<file path="src/rtl/stk_pkg.sv">
// Shared constants, state encoding and pointer helpers for the 8-entry LIFO controller.
package stk_pkg;

    localparam int unsigned STK_DEPTH = 8;
    localparam int unsigned STK_PTR_W = 3;

    typedef enum logic [1:0] {
        IDLE,
        WR,
        RD,
        OUT
    } stk_state_e;

    // Pointer arithmetic relies on natural 3-bit wrap for the mod-8 behaviour.
    function automatic logic [STK_PTR_W-1:0] ptr_inc(input logic [STK_PTR_W-1:0] p);
        return p + 1'b1;
    endfunction

    function automatic logic [STK_PTR_W-1:0] ptr_dec(input logic [STK_PTR_W-1:0] p);
        return p - 1'b1;
    endfunction

endpackage

</file>
<file path="src/rtl/stk_ram.sv">
// 8 x WIDTH storage array: synchronous write, registered read, contents never reset.
module stk_ram
    import stk_pkg::*;
#(
    parameter int unsigned WIDTH = 8
) (
    input  logic                 clk_i,
    input  logic                 we_i,
    input  logic [STK_PTR_W-1:0] waddr_i,
    input  logic [WIDTH-1:0]     wdata_i,
    input  logic                 re_i,
    input  logic [STK_PTR_W-1:0] raddr_i,
    output logic [WIDTH-1:0]     rdata_o
);

    logic [WIDTH-1:0] mem_q [STK_DEPTH];
    logic [WIDTH-1:0] rdata_q;

    always_ff @(posedge clk_i) begin
        if (we_i) begin
            mem_q[waddr_i] <= wdata_i;
        end
    end

    always_ff @(posedge clk_i) begin
        if (re_i) begin
            rdata_q <= mem_q[raddr_i];
        end
    end

    assign rdata_o = rdata_q;

endmodule

</file>
<file path="src/rtl/stk_ctrl.sv">
// LIFO stack controller: IDLE/WR/RD/OUT FSM, stack counter and output register.
// Define STK_TRAP_EN to add the sticky ERR flag and its ERR_CLR input.
module stk_ctrl
    import stk_pkg::*;
#(
    parameter int unsigned WIDTH = 8
) (
    input  logic             CLK,
    input  logic             RST,
    input  logic             PUSH,
    input  logic             POP,
    input  logic [WIDTH-1:0] DIN,
`ifdef STK_TRAP_EN
    input  logic             ERR_CLR,
`endif
    output logic [WIDTH-1:0] DOUT,
    output logic             DOUT_VALID,
    output logic             BUSY,
    output logic [2:0]       SC,
    output logic             EMPTY,
    output logic             FULL,
    output logic             ERR
);

    stk_state_e state_q, state_d;

    logic [STK_PTR_W-1:0] sc_q, sc_d;
    logic                 full_q, full_d;
    logic [WIDTH-1:0]     din_q, din_d;
    logic [WIDTH-1:0]     dout_q, dout_d;
    logic                 dout_valid_q, dout_valid_d;

    logic                 idle;
    logic                 empty;
    logic                 accept_push;
    logic                 accept_pop;
    logic                 ram_we;
    logic                 ram_re;
    logic [STK_PTR_W-1:0] ram_raddr;
    logic [WIDTH-1:0]     ram_rdata;

    assign idle  = (state_q == IDLE);
    assign empty = (sc_q == '0) && !full_q;

    // POP has priority; a PUSH seen together with POP is simply dropped.
    assign accept_pop  = idle && POP && !empty;
    assign accept_push = idle && PUSH && !POP && !full_q;

    always_ff @(posedge CLK) begin
        if (RST) begin
            state_q <= IDLE;
        end else begin
            state_q <= state_d;
        end
    end

    always_comb begin
        state_d = state_q;
        unique case (state_q)
            IDLE: begin
                if (accept_pop) begin
                    state_d = RD;
                end else if (accept_push) begin
                    state_d = WR;
                end
            end
            WR:  state_d = IDLE;
            RD:  state_d = OUT;
            OUT: state_d = IDLE;
        endcase
    end

    always_comb begin
        BUSY   = !idle;
        ram_we = (state_q == WR);
        ram_re = (state_q == RD);
    end

    assign ram_raddr = ptr_dec(sc_q);

    always_comb begin
        sc_d         = sc_q;
        full_d       = full_q;
        din_d        = din_q;
        dout_d       = dout_q;
        dout_valid_d = (state_q == OUT);
        if (accept_push) begin
            din_d = DIN;
        end
        if (state_q == WR) begin
            sc_d = ptr_inc(sc_q);
            if (sc_q == STK_PTR_W'(STK_DEPTH - 1)) begin
                full_d = 1'b1;
            end
        end
        if (state_q == RD) begin
            sc_d   = ptr_dec(sc_q);
            full_d = 1'b0;
        end
        if (state_q == OUT) begin
            dout_d = ram_rdata;
        end
    end

    always_ff @(posedge CLK) begin
        if (RST) begin
            sc_q         <= '0;
            full_q       <= 1'b0;
            dout_q       <= '0;
            dout_valid_q <= 1'b0;
        end else begin
            sc_q         <= sc_d;
            full_q       <= full_d;
            dout_q       <= dout_d;
            dout_valid_q <= dout_valid_d;
        end
    end

    // Push data is only consumed in WR, so it needs no reset.
    always_ff @(posedge CLK) begin
        din_q <= din_d;
    end

    stk_ram #(
        .WIDTH(WIDTH)
    ) u_ram (
        .clk_i  (CLK),
        .we_i   (ram_we),
        .waddr_i(sc_q),
        .wdata_i(din_q),
        .re_i   (ram_re),
        .raddr_i(ram_raddr),
        .rdata_o(ram_rdata)
    );

`ifdef STK_TRAP_EN
    logic err_q, err_d;
    logic trap_ev;

    // A new event wins over a simultaneous clear so no error is lost.
    assign trap_ev = idle && ((POP && empty) || (PUSH && !POP && full_q));
    assign err_d   = trap_ev || (err_q && !ERR_CLR);

    always_ff @(posedge CLK) begin
        if (RST) begin
            err_q <= 1'b0;
        end else begin
            err_q <= err_d;
        end
    end

    assign ERR = err_q;
`else
    assign ERR = 1'b0;
`endif

    assign DOUT       = dout_q;
    assign DOUT_VALID = dout_valid_q;
    assign SC         = sc_q;
    assign EMPTY      = empty;
    assign FULL       = full_q;

endmodule
</file>
<file path="config.mk">
export PLATFORM = sky130hd
export DESIGN_NAME = stk_ctrl
export DESIGN_NICKNAME = d
export VERILOG_FILES = /design/src/rtl/stk_pkg.sv /design/src/rtl/stk_ram.sv /design/src/rtl/stk_ctrl.sv
export SDC_FILE = /design/constraint.sdc
export NUM_CORES = 1
export LEC_CHECK = 0
export CAP_MARGIN = 30
export CORE_UTILIZATION = 27
export DETAILED_ROUTE_END_ITERATION = 12
export HOLD_SLACK_MARGIN = 0.05
export PLACE_DENSITY_LB_ADDON = 0.05
export SYNTH_ARGS = -nofsm -noshare
export SYNTH_HDL_FRONTEND = slang
export SYNTH_SLANG_ARGS = --single-unit
</file>
<file path="constraint.sdc">
create_clock -name CLK -period 1.99 [get_ports CLK]
set_input_delay 0.2985 -clock CLK [delete_from_list [all_inputs] [get_ports CLK]]
set_output_delay 0.2985 -clock CLK [all_outputs]
set_load 0.05 [all_outputs]
</file>
==> key figures <==
Critical path
  • Crit Reg-Reg Endpoint: u_ram.rdata_o[7]
  • CP Launch Type: register
  • Crit-path leading delay family: buffers and inverters
  • R2R cell count: 4
  • Worst path depth: 1
  • Bufs and invs on worst path: 1
  • Critical path class: reg2out
  • CP peak stage delay: 0.85 ns
  • Critical path startpoint: FULL
  • RR Startpoint: SC[1]
  • CP Capture Type: primary output
  • CP max FO: 4
  • Ordered cell list for the critical path: clkdlybuf4s50_1
  • Crit path arrival time: 1.60 ns
  • Worst path slowest cell: clkdlybuf4s50_1
  • Reg2reg setup slack: 0.22 ns
  • Crit path required time: 1.69 ns
  • Worst Setup EP: FULL

GRT
  • Most used routing layer: met2
  • Initial antenna violation count: 0
  • First-pass GRT wire length: 11,600 um
  • Vias in the first global route: 1,885
  • Pin count of the biggest net entering global routing: 22
  • Met2 usage: 0.191
  • Met1 usage: 0.144
  • GRT Overall Usage: 0.117
  • Remaining global-route overflow: 0
  • GR Layer Usage met3: 0.0307

Clocking
  • H-tree depth: 3
  • Clk sinks: 95
  • Cts repair resizes: 0
  • CTS tree: done
  • CTS Hold Buffers Added: 0
  • Worst-path clk slew: 0.06 ns
  • Clk buf depth: 2
  • Post-CTS setup buffer count: 0
  • Root cell of the clock tree: clkbuf_16
  • Worst skew pair latency: 0.34 ns
  • Total CTS buffers: 9

Place
  • Dpl cell area: 0.00428 mm^2
  • GP Congestion: 0.687
  • PortBufs: 26
  • HPWL after detailed placement: 4960 um

Die
  • Die height: 119 um
  • Die Width: 119 um
  • Initial core utilization: 0.278
  • Die area: 0.0141 mm^2
  • Core Rows: 42
  • Core box area: 0.0133 mm^2
  • Ports: 28

Outcome
  • Status: finished clean

Synthesis
  • Xor and xnor area share after synthesis: 0.00915
  • Largest family of logic cells by synthesized area: multiplexers
  • Synth cell count leaders: edfxtp_1, nor2_1, dfxtp_1
  • EDFF count, synth: 80
  • Simple logic cell fraction of the synthesized area: 0.0437
  • Yosys top cell by area: edfxtp_1
  • Syn_area_per_cell: 18.8 um^2
  • Count of cell types in the netlist: 28
  • Post-synthesis cell count: 196
  • Top-count cell post-synth: edfxtp_1
  • Compound-Gate Fraction of Synth Area: 0.0136
  • Post-synth ARST share: 0
  • Sequential share of the synthesized area: 0.732
  • YS warnings: 0
  • Mapped Nets: 216
  • Adder-cell share of the synthesized area: 0.0271
  • Mux cell area share after synthesis: 0.153
  • Post-Syn Area: 0.00369 mm^2
  • Top post-synthesis cells by area: edfxtp_1, dfxtp_1, mux4_1, mux4_2, ha_1
  • #FFs+latches synth: 95
  • Top-area cell type share of the netlist area: 0.651
  • Synth Flop Type: edfxtp_1

Run
  • Max_cap viols: 0

STA
  • Setup Skew: 0.00481 ns
  • Fin crit share: 0.955
  • Fmax: 526 MHz
  • Worst-Margin Slew: 0.537 ns
  • Post-route setup TNS: 0 ns
  • Fin Hold WS: 0.488 ns
  • RSZ-0062 raised after global routing: false
  • Clock period minus worst slack: 1.90 ns
  • Final Max Slew Viols: 0
  • Setup-failing EPs final: 0
  • Slew headroom: 0.641
  • Final hold violations: 0

Detailed routing
  • Via count: 1,788
  • Via density: 4.27
  • Drt wl/cell: 18.1 um
  • Iter 0 DRT Violations: 40
  • First-pass detailed-route iteration total: 4
  • Final wirelength: 7570 um
  • Post-DRT Antenna Nets: 0
  • Post-route DRC: 0

Layout
  • Final Instance Area: 0.00457 mm^2
  • N_diodes: 0
  • Final net count: 258
  • Layout area overhead: 23.9%
  • Layout cell share with drive strength beyond 1: 0.218

Power
  • Leak: 1.50 nW
  • Maximum VDD drop: 512 uV
  • Cell Pwr Density: 1420 mW/mm^2

Worst hold path
  • Hold Crit Class: reg2reg
[flip-flops by register name, summed over array words and instances (netlist names)]
name,count
u_ram.mem_q,64
DOUT,8
din_q,8
u_ram.rdata_o,8
SC,3
state_q,2
DOUT_VALID,1
FULL,1
[cell families (layout without fill, tap and decap cells)]
logic type	count (synthesis)	in the layout
DFF	95	95
and+or+nand+nor	34	34
muxes	32	32
buffers and inverters	15	62
adders and majority gates	8	8
AOI/OAI and AO/OA	8	8
xor gates and xnor gates	3	3
other	1	1
[how the worst min path moves through the flow]
stage                           startpoint        to  slack [ns]  cells past startpoint
after floorplan                        RST     SC[1]        0.36                      1
after global placement    u_ram.rdata_o[3]   DOUT[3]        0.47                      2
after detailed placement           DOUT[6]   DOUT[6]        0.48                      2
after CTS                           DIN[2]  din_q[2]        0.49                      1
after global routing                DIN[2]  din_q[2]        0.49                      1
final                              DOUT[6]   DOUT[6]        0.49                      2
[through the flow]
step                std cells   util  power [mW]  setup WS, ns
detailed placement        403  0.322        4.88         0.197
global route              419  0.344        6.83        0.0418
CTS                       419  0.344        6.61        0.0768
finish                    419  0.344        6.48        0.0904
global placement          403  0.322        4.86         0.214
floorplan                 196      -        4.18        0.0100
[placed cells by master, fill, tap and decap left out, types with 4 or more instances in the layout]
cell,count
buf_12,4
buf_4,13
clkbuf_16,9
clkdlybuf4s50_1,22
dfxtp_1,13
edfxtp_1,80
ha_1,7
inv_1,6
mux2_2,8
mux2i_1,8
mux4_1,9
mux4_2,7
nand2_1,5
nor2_1,18
[layer usage]
layer | vias to the layer above | wire (um)
met5 | - | 0
met4 | 0 | 155
met3 | 11 | 240
met2 | 33 | 3750
met1 | 903 | 3420
li1 | 841 | -
[power by group]
group	internal (mW)	leakage, nW	switching [mW]
clock	0.977	0.136	0.716
sequential	2.46	0.847	0.123
combinational	1.08	0.520	1.12
[layout make-up]
cell class	instances	area (um^2)
Multi-Input combinational cell	86	931
Sequential cell	95	2710
Fill cell	1256	8720
Clock inverter	5	58.8
Timing Repair Buffer	39	398
Clock buffer	11	233
Tap cell	176	220
Inverter	7	26.3
(Power assumes the default switching activity.)
